`config.mk`:
```
export PLATFORM = sky130hd
export DESIGN_NAME = bnn_lane_accumulator
export DESIGN_NICKNAME = d
export VERILOG_FILES = /design/src/rtl/bnn_lane_accumulator.sv
export SDC_FILE = /design/constraint.sdc
export NUM_CORES = 1
export LEC_CHECK = 0
export BUFFER_PORTS_ARGS = -buffer_cell sky130_fd_sc_hd__buf_2
export CELL_PAD_IN_SITES_DETAIL_PLACEMENT = 1
export CELL_PAD_IN_SITES_GLOBAL_PLACEMENT = 2
export CORE_AREA = 4 4 133 135
export CTS_CLUSTER_SIZE = 20
export DETAILED_ROUTE_END_ITERATION = 10
export DIE_AREA = 0 0 137 139
export PLACE_DENSITY_LB_ADDON = 0.2
export SYNTH_ARGS = -nofsm -noshare
export SYNTH_HDL_FRONTEND = slang
export SYNTH_SLANG_ARGS = --single-unit
```
`constraint.sdc`:
```
create_clock -name clk -period 5.9 [get_ports clk]
set_input_delay 0.295 -clock clk [delete_from_list [all_inputs] [get_ports clk]]
set_output_delay 0.295 -clock clk [all_outputs]
set_load 0.02 [all_outputs]
```
`src/rtl/bnn_lane_accumulator.sv`:
```
// bnn_lane_accumulator: XNOR-popcount neuron accumulator with a saturating, bias-preloaded sum and a valid/ready result
module bnn_lane_accumulator #(
  parameter int LANES     = 8,
  parameter int ACC_WIDTH = 12,
  parameter int BEAT_W    = 8
) (
  input  logic                 clk,
  input  logic                 rst_n,
  input  logic                 clr,
  input  logic                 in_valid,
  output logic                 in_ready,
  input  logic                 in_first,
  input  logic                 in_last,
  input  logic [LANES-1:0]     in_x,
  input  logic [LANES-1:0]     in_w,
  input  logic [LANES-1:0]     in_mask,
  input  logic [ACC_WIDTH-1:0] in_bias,
  output logic                 out_valid,
  input  logic                 out_ready,
  output logic [ACC_WIDTH-1:0] out_sum,
  output logic                 out_act,
  output logic                 out_sat,
  output logic [BEAT_W-1:0]    out_beats
);
  typedef enum logic [1:0] {IDLE, ACCUM, DONE} state_t;
  localparam logic signed [ACC_WIDTH:0] ONE = (ACC_WIDTH+1)'(1);
  state_t state_q, state_d;
  logic [ACC_WIDTH-1:0] acc_q, acc_d, clip;
  logic [BEAT_W-1:0] beats_q, beats_d;
  logic sat_q, sat_d, act_q, act_d, take, first, ovf;
  logic signed [ACC_WIDTH:0] delta, base, sum;
  always_comb begin
    delta = '0;
    for (int i = 0; i < LANES; i++)
      if (in_mask[i]) delta = (in_x[i] ^ in_w[i]) ? delta - ONE : delta + ONE;
  end
  // Sum is one bit wider than the accumulator; disagreeing top bits mean overflow, clipped toward the sign.
  always_comb begin
    take = in_valid & in_ready;
    first = (state_q == IDLE) | in_first;
    base = first ? {in_bias[ACC_WIDTH-1], in_bias} : {acc_q[ACC_WIDTH-1], acc_q};
    sum = base + delta;
    ovf = sum[ACC_WIDTH] ^ sum[ACC_WIDTH-1];
    clip = ovf ? {sum[ACC_WIDTH], {(ACC_WIDTH-1){~sum[ACC_WIDTH]}}} : sum[ACC_WIDTH-1:0];
    state_d = state_q;
    acc_d = acc_q;
    sat_d = sat_q;
    act_d = act_q;
    beats_d = beats_q;
    if (clr) begin
      state_d = IDLE;
      acc_d = '0;
      sat_d = 1'b0;
      act_d = 1'b0;
      beats_d = '0;
    end else if (take) begin
      state_d = in_last ? DONE : ACCUM;
      acc_d = clip;
      sat_d = (~first & sat_q) | ovf;
      act_d = ~clip[ACC_WIDTH-1];
      beats_d = first ? BEAT_W'(1) : beats_q + BEAT_W'(1);
    end else if (state_q == DONE && out_ready) begin
      state_d = IDLE;
    end
  end
  always_ff @(posedge clk or negedge rst_n) begin
    if (!rst_n) begin
      state_q <= IDLE;
      acc_q <= '0;
      sat_q <= 1'b0;
      act_q <= 1'b0;
      beats_q <= '0;
    end else begin
      state_q <= state_d;
      acc_q <= acc_d;
      sat_q <= sat_d;
      act_q <= act_d;
      beats_q <= beats_d;
    end
  end
  assign in_ready = rst_n & (state_q != DONE);
  assign out_valid = state_q == DONE;
  assign out_sum = acc_q;
  assign out_act = act_q;
  assign out_sat = sat_q;
  assign out_beats = beats_q;
endmodule

```
==> results.md, run 1 <==
* Post-synth EDFFs at 0
* DRC viols at 0
* Cts hold-fix bufs at 0
* DRT Pass-1 Iters at 5
* Worst Setup Path Type: in -> reg
* Critical Path AT at 10.31 ns
* Ant. Diodes at 0
* Crit-path max FO at 7
* Clock Sinks at 24
* CP Buf/Inv Count at 14
* Most common cell after layout, fill and taps aside: buf_4
* Overall Global Routing Usage at 23.26%
* Final HPWL DP at 18.12 mm
* Register area at 600.6 um2
* Cell mode on critical path: buf_4
* Vias at 6990
* Critical path endpoint category: flip-flop
* Initial Util at 35.78%
* Largest family of logic cells by synthesized area: compound AO/OA/AOI/OAI gates
* Hold WS at 0.02753 ns
* Critical path launch point type: input pin
* Clock buffer count from CTS at 3
* Area Growth Syn to Fin at 56.23%
* Iteration-0 DRC Markers at 201
* Hold Fails Final Rpt at 0
* # IOs at 67
* Clk pin slew, worst setup/hold paths at 0.06 ns
* Top delay family on crit path: adder cells
* CP max stage cell: fa_1
* Status: complete, but fails checks
* Compound-Gate Fraction of Synth Area at 24.46%
* Slew @ Worst Pin at 0.8431 ns
* Crit path depth at 53
* H-tree depth at 1
* Cell area after synthesis at 5892 um2
* Rows at 47
* Worst Skew at 0.002525 ns
* Area occupied by multi-input gates at 5713 um2
* First-pass GRT wire length at 36.99 mm
* Max-capacitance violation count at 0
* Mapped Cells at 760
* Core ar. at 16470 um2
* Die area at 19040 um2
* Hold Path Class: in -> async
* Net Count, Synth at 887
* CP required at 6.04 ns
* Syn avg cell area at 7.753 um2
* Period utilization at 172.3%
* Max Clk Rate at 0.09838 GHz
* Yosys reg bits at 24
* Clock Tree Buf Depth at 2
* Detailed Route WL at 23.35 mm
* Unrepaired setup endpoints after global routing: yes
* Critical Path Max Stage Delay at 0.49 ns
* Routed length per instance at 18.03 um
* Most frequent cells in the layout: 271 x buf_4, 75 x nand2_1, 64 x buf_2
* Finish-stage setup viols at 14
* PortBufs at 66
* Synth warn at 0
* Remaining antenna violation count after routing at 0
* Synth async-reset ratio at 100.0%
* Violated checks: setup timing
* Fill count at 2045
* Synth Area in Simple Gates at 19.11%
* Ys flop type: dfrtp_1
* Worst slew margin at 43.59%
* Placer Congestion at 0.8620
* Reg2reg path depth at 16
* Layout net count at 1203
* Max-slew violations at 0
* Die Wd at 137 um
* Pin count of the biggest net entering global routing at 27
* Total gr overflow at 0
* Skew-Pair Late Insertion Delay at 0.26 ns
* Share of post-route cells with drive strength above 1 at 45.58%
* Vias in the first global route at 7573
* Setup ws final at -4.265 ns
* Post-Synth Adder-Cell Area at 21.28%
* Initial antenna violation count at 0
* Netlist cell types at 67
* DR vias/cell at 5.398
* Die Height at 139 um
* Clock root buffer: clkbuf_16
* CTS tree: done
* Final min period at 10.16 ns
* Post-synthesis xor/xnor area fraction at 12.76%
* Seq/Total Area, Yosys at 10.19%
* Mux share of post-synthesis cell area at 7.815%
==> kinds of logic (layout without fill, tap and decap cells) <==
family                     count (synthesis)  in the layout
and+or+nand+nor                          235            235
buffers and inverters                     67            381
xor gates and xnor gates                  80             81
DFF                                       24             24
muxes                                     41             41
adders and majority gates                 95             95
AOI/OAI and AO/OA                        218            218
==> per-layer routing <==
layer  wire, um  track usage, %
met1       9875           28.09
met5          0               0
met3        574           1.814
met4        590           5.725
met2      12310           43.79
==> sequential cells by signal, indices dropped and copies added, names as in the netlist <==
signal     count
out_beats      8
out_sum       12
state_q        2
out_act        1
out_sat        1
==> layout make-up <==
cell class | instances | area share, %
clock buffer | 4 | 0.9651
multi-input combinational | 670 | 62.06
tap | 220 | 2.990
inverter | 40 | 1.631
timing repair buffer | 337 | 25.83
sequential | 24 | 6.524
==> what timing repair did <==
action	CTS	global route
setup endpoints to repair	14	14
setup buffers	18	12
pin swaps	44	43
gates resized for setup	49	30
gates cloned	1	0
==> synthesized netlist by cell type (all sizes together), types with 9 or more instances <==
cell type / instances / share of area [%]
a22o: 13 / 1.9
inv: 40 / 2.5
nand2b: 11 / 1.2
and3: 11 / 1.2
a21oi: 65 / 5.5
clkbuf: 21 / 1.3
xor2: 33 / 5.0
nand2: 77 / 4.9
nand3: 22 / 1.9
ha: 72 / 15
nor2: 54 / 3.4
fa: 12 / 4.1
xnor2: 44 / 6.5
a21o: 26 / 3.3
o21ai: 36 / 3.2
nor3: 11 / 0.93
o21a: 11 / 1.4
a31oi: 9 / 0.96
maj3: 11 / 1.9
dfrtp: 24 / 10
mux2: 34 / 6.6
==> metrics by stage <==
| stage | worst slack [ns] | cells | utilization [%] | instance area, um2 | TNS [ns] |
|---|---|---|---|---|---|
| global placement | -4.265 | 1260 | 51.47 | 8476 | -58.88 |
| detailed placement | -4.730 | 1260 | 51.47 | 8476 | -65.30 |
| CTS | -4.166 | 1283 | 54.43 | 8962 | -57.67 |
| finish | -4.265 | 1295 | 55.90 | 9205 | -58.99 |
| floorplan | -3.682 | 760 | - | 6193 | -50.30 |
| global route | -4.749 | 1295 | 55.90 | 9205 | -65.72 |
==> path summary, 6_finish.rpt <==
| path | startpoint | end | slack, ns |
|---|---|---|---|
| max reg2reg | state_q[0] | out_sum[8] | 1.67 |
| min reg2reg | out_sat | out_sat | 0.51 |
| min | rst_n | out_beats[6] | 0.03 |
| min in group clk | in_last | state_q[1] | 0.33 |
| max in group asynchronous | rst_n | out_sum[7] | 5.50 |
| max | in_w[0] | out_sum[8] | -4.26 |
Power of run 1 is left out: the tool's default activity adds up to more than one toggle a clock period on the data nets, which glitch-free logic cannot reach.
==> run 2, diff against run 1 <==
Settings changed: BUFFER_PORTS_ARGS -buffer_cell sky130_fd_sc_hd__buf_2 to -buffer_cell sky130_fd_sc_hd__clkbuf_2.
==> results.md, run 2 (same netlist as run 1, synthesis figures left out) <==
* Max Clk Rate at 0.09663 GHz (was 0.09838 GHz)
* Final HPWL DP at 17.68 mm (was 18.12 mm)
* Overall Global Routing Usage at 22.70% (was 23.26%)
* Placer Congestion at 0.8786 (was 0.8620)
* Cts hold-fix bufs at 0 (unchanged)
* Grt met3 use at 0.8708% (was 1.814%)
* Finished Layout Cells at 1296 (was 1295)
* Placed instance count at 1253 (was 1260)
* Critical Path Max Stage Delay at 0.53 ns (was 0.49 ns)
* Routed length per instance at 18.07 um (was 18.03 um)
* Most common cell after layout, fill and taps aside: buf_4 (unchanged)
* Remaining antenna violation count after routing at 0 (unchanged)
* Critical Path AT at 10.49 ns (was 10.31 ns)
* Top delay family on crit path: adder cells (unchanged)
* Dpl ws at -4.683 ns (was -4.730 ns)
* Unrepaired setup endpoints after global routing: yes (unchanged)
* Max reg flops at 12 (unchanged)
* Register area at 600.6 um2 (unchanged)
* Hold Path Class: in -> async (unchanged)
* Clock Sinks at 24 (unchanged)
* Die Height at 139 um (unchanged)
* PortBufs at 66 (unchanged)
* Setup ws final at -4.448 ns (was -4.265 ns)
* DRT Pass-1 Iters at 4 (was 5)
* CP Buf/Inv Count at 15 (was 14)
* Initial Util at 35.78% (unchanged)
* GR Util met1 at 28.92% (was 28.09%)
* Crit-path max FO at 7 (unchanged)
* Initial antenna violation count at 0 (unchanged)
* CP required at 6.04 ns (about the same)
* Skew-Pair Late Insertion Delay at 0.26 ns (about the same)
* Period utilization at 175.4% (was 172.3%)
* Fill count at 2043 (was 2045)
* Die Wd at 137 um (unchanged)
* Ant. Diodes at 0 (unchanged)
* Max-slew violations at 0 (unchanged)
* DRC viols at 0 (unchanged)
* Layout net count at 1204 (was 1203)
* Violated checks: setup timing (unchanged)
* Clk pin slew, worst setup/hold paths at 0.06 ns (about the same)
* DR vias/cell at 5.323 (was 5.398)
* Status: complete, but fails checks (unchanged)
* Worst slew margin at 44.72% (was 43.59%)
* Clock root buffer: clkbuf_16 (unchanged)
* Detailed Route WL at 23.42 mm (was 23.35 mm)
* Area occupied by multi-input gates at 5812 um2 (was 5713 um2)
* Grt peak-use layer: met2 (unchanged)
* Share of post-route cells with drive strength above 1 at 46.84% (was 45.58%)
* Core ar. at 16470 um2 (unchanged)
* Max-capacitance violation count at 0 (unchanged)
* Clock Tree Buf Depth at 2 (unchanged)
* Die area at 19040 um2 (unchanged)
* Hold Fails Final Rpt at 0 (unchanged)
* CP max stage cell: fa_1 (unchanged)
* Most frequent cells in the layout: 268 x buf_4, 72 x nand2_1, 65 x clkbuf_2 (was 271 x buf_4, 75 x nand2_1, 64 x buf_2)
* Iteration-0 DRC Markers at 209 (was 201)
* Total gr overflow at 0 (unchanged)
* # IOs at 67 (unchanged)
* Cell mode on critical path: buf_4 (unchanged)
* Worst Skew at 0.002831 ns (was 0.002525 ns)
* Rows at 47 (unchanged)
* H-tree depth at 1 (unchanged)
* First-pass GRT wire length at 36.25 mm (was 36.99 mm)
* Vias at 6898 (was 6990)
* Met2 usage at 42.81% (was 43.79%)
* Critical path launch point type: input pin (unchanged)
* Slew @ Worst Pin at 0.8262 ns (was 0.8431 ns)
* Vias in the first global route at 7431 (was 7573)
* Worst Setup Path Type: in -> reg (unchanged)
* Clock buffer count from CTS at 3 (unchanged)
* Pin count of the biggest net entering global routing at 27 (unchanged)
* Finish-stage setup viols at 14 (unchanged)
* Critical path endpoint category: flip-flop (unchanged)
* Final min period at 10.35 ns (was 10.16 ns)
* CTS tree: done (unchanged)
* Area Growth Syn to Fin at 58.40% (was 56.23%)
==> run 2: cell count changes in the layout (fill, tap and decap cells not counted), sizes merged <==
cell / previous run / this run
clkbuf: 4 / 69
buf: 337 / 273
==> run 2: final timing paths <==
| check | end | cells past startpoint | startpoint | slack, ns |
|---|---|---|---|---|
| hold / removal | out_beats[7] | 1 | rst_n | 0.04 |
| hold reg to reg | out_sat | 1 | out_sat | 0.51 |
| min in group clk | state_q[1] | 3 | in_last | 0.29 |
| setup reg to reg | out_sum[0] | 17 | state_q[1] | 1.68 |
| max in group asynchronous | out_sum[1] | 1 | rst_n | 5.46 |
| setup / recovery | out_sum[0] | 54 | in_w[0] | -4.45 |
==> run 2: layout make-up <==
class	instances	share of cell area [%]
multi-input combinational	670	62.27
inverter	40	1.609
clock buffer	4	0.9519
sequential	24	6.435
tap	220	2.949
timing repair buffer	338	25.78
==> run 2: per-stage QoR <==
stage | area (um2) | setup TNS, ns | util [%] | hold slack [ns]
6_report | 9333 | -61.38 | 56.68 | 0.03870
5_1_grt | 9333 | -65.04 | 56.68 | 0.09599
4_1_cts | 8884 | -57.34 | 53.95 | 0.06163
3_5_place_dp | 8436 | -64.35 | 51.23 | 0.3385
3_3_place_gp | 8436 | -61.06 | 51.23 | 0.3217
2_1_floorplan | 6193 | -50.30 | - | -0.0005911
==> run 2: per-layer routing <==
metal / share of wire [%] / wire length, um / up-vias
met2: 52 / 12270 / 109
met4: 1.9 / 444 / 0
met5: 0 / 0 / -
met3: 2.3 / 544 / 35
met1: 43 / 10170 / 3353
li1: - / - / 3401
==> run 2: what timing repair did <==
item / in CTS / in global routing
pin swaps: 38 / 46
gates cloned: 1 / 0
buffers inserted: 23 / 17
gates resized for setup: 36 / 63
endpoints found under the setup margin: 14 / 14
Power of run 2 is left out for the same reason.
==> run 3, diff against run 2 <==
Settings changed: CTS_BUF_LIST from default to sky130_fd_sc_hd__clkbuf_4.
==> results.md, run 3 (same netlist as run 1, synthesis figures left out) <==
* Status: complete, but fails checks (unchanged)
* Violated checks: setup timing (unchanged)
* Initial antenna violation count at 0 (unchanged)
* Clock Sinks at 24 (unchanged)
* Initial Util at 35.78% (unchanged)
* Routed length per instance at 17.98 um (was 18.07 um)
* Clock root buffer: clkbuf_4 (was clkbuf_16)
* Placer Congestion at 0.8786 (unchanged)
* Max reg flops at 12 (unchanged)
* Rows at 47 (unchanged)
* Setup TNS at -60.61 ns (was -61.38 ns)
* Worst slew margin at 45.31% (was 44.72%)
* CP max stage cell: fa_1 (unchanged)
* Register area at 600.6 um2 (unchanged)
* Final HPWL DP at 17.68 mm (unchanged)
* Area occupied by multi-input gates at 5812 um2 (unchanged)
* Critical path launch point type: input pin (unchanged)
* PortBufs at 66 (unchanged)
* Hold WS at 0.2317 ns (was 0.03870 ns)
* First-pass GRT wire length at 35.93 mm (was 36.25 mm)
* Slew @ Worst Pin at 0.8174 ns (was 0.8262 ns)
* Worst Skew at 0.007332 ns (was 0.002831 ns)
* DRT Pass-1 Iters at 4 (unchanged)
* Vias in the first global route at 7410 (was 7431)
* Core ar. at 16470 um2 (unchanged)
* Iteration-0 DRC Markers at 255 (was 209)
* Critical Path AT at 10.50 ns (was 10.49 ns)
* Overall Global Routing Usage at 22.48% (was 22.70%)
* Fill count at 2038 (was 2043)
* Detailed Route WL at 23.32 mm (was 23.42 mm)
* # IOs at 67 (unchanged)
* Total gr overflow at 0 (unchanged)
* Cell mode on critical path: buf_4 (unchanged)
* Worst Setup Path Type: in -> reg (unchanged)
* Remaining antenna violation count after routing at 0 (unchanged)
* Max Clk Rate at 0.09715 GHz (was 0.09663 GHz)
* Setup ws final at -4.394 ns (was -4.448 ns)
* Post-layout util at 56.36% (was 56.68%)
* Max-capacitance violation count at 0 (unchanged)
* Placed instance count at 1253 (unchanged)
* Clk pin slew, worst setup/hold paths at 0.12 ns (was 0.06 ns)
* Unrepaired setup endpoints after global routing: yes (unchanged)
* Area Growth Syn to Fin at 57.51% (was 58.40%)
* Share of post-route cells with drive strength above 1 at 46.70% (was 46.84%)
* Most frequent cells in the layout: 268 x buf_4, 72 x nand2_1, 65 x clkbuf_2 (unchanged)
* Pin count of the biggest net entering global routing at 27 (unchanged)
* Most common cell after layout, fill and taps aside: buf_4 (unchanged)
* DR vias/cell at 5.313 (was 5.323)
* CTS tree: done (unchanged)
* Crit-path max FO at 7 (unchanged)
* Clock Tree Buf Depth at 2 (unchanged)
* Max-slew violations at 0 (unchanged)
* Critical path endpoint category: flip-flop (unchanged)
* Layout net count at 1205 (was 1204)
* Critical Path Max Stage Delay at 0.52 ns (was 0.53 ns)
* Skew-Pair Late Insertion Delay at 0.31 ns (was 0.26 ns)
* Finish-stage setup viols at 14 (unchanged)
* DRC viols at 0 (unchanged)
* Final min period at 10.29 ns (was 10.35 ns)
* Die Height at 139 um (unchanged)
* H-tree depth at 1 (unchanged)
* Vias at 6891 (was 6898)
* Ant. Diodes at 0 (unchanged)
* Die Wd at 137 um (unchanged)
* Clock buffer count from CTS at 3 (unchanged)
* Finished Layout Cells at 1297 (was 1296)
* Hold Path Class: in -> reg (was in -> async)
* CP required at 6.10 ns (was 6.04 ns)
* Hold Fails Final Rpt at 0 (unchanged)
* Die area at 19040 um2 (unchanged)
* Period utilization at 174.5% (was 175.4%)
==> run 3: cell types whose count changed in the layout (fill, tap and decap cells not counted) <==
| cell | change |
|---|---|
| clkbuf_4 | +3 |
| clkinv_1 | +1 |
| dlygate4sd3_1 | +1 |
| clkbuf_8 | -1 |
| clkbuf_16 | -3 |
==> run 3: path summary, 6_finish.rpt <==
path / start / to / slack, ns / depth (start not counted)
max in group asynchronous: rst_n / out_sum[9] / 4.96 / 2
max: in_w[0] / out_sum[5] / -4.39 / 54
max reg2reg: state_q[1] / out_sum[5] / 1.68 / 17
min reg2reg: out_sat / out_sat / 0.53 / 1
min: in_last / state_q[1] / 0.23 / 3
min in group asynchronous: rst_n / out_beats[6] / 0.54 / 2
==> run 3: routing by layer <==
| metal | GRT usage, % | vias up | share of wire (%) |
|---|---|---|---|
| li1 | - | 3401 | - |
| met1 | 28.68 | 3356 | 44 |
| met5 | 0 | - | 0 |
| met4 | 3.361 | 0 | 2.0 |
| met2 | 42.47 | 98 | 52 |
| met3 | 0.5443 | 36 | 2.0 |
==> run 3: layout make-up <==
class | count | area share [%]
clock buffer | 3 | 0.2427
clock inverter | 1 | 0.04045
inverter | 40 | 1.618
multi-input combinational | 670 | 62.63
sequential | 24 | 6.472
tap | 220 | 2.966
timing repair buffer | 339 | 26.03
==> run 3: per-stage QoR <==
stage                     worst slack (ns)  cell area (um2)
final                               -4.394             9280
after global routing                -4.626             9280
after CTS                           -4.087             8831
after detailed placement            -4.683             8436
after global placement              -4.419             8436
after floorplan                     -3.682             6193
==> run 3: timing repair <==
action	in CTS	in global routing
hold buffers	1	0
endpoints found under the hold margin	24	0
setup buffers	22	17
pin swaps	37	45
gates resized for setup	36	63
gates cloned	1	0
endpoints found under the setup margin	14	14
==> run 3: worst max-delay path: cells and delay by family <==
family | cells | cell delay (ns)
xor gates and xnor gates | 6 | 1.07
buffers and inverters | 15 | 1.89
muxes | 4 | 1.18
adders and majority gates | 8 | 2.64
AOI/OAI and AO/OA | 12 | 2.08
and+or+nand+nor | 9 | 1.32
Power of run 3 is left out for the same reason.
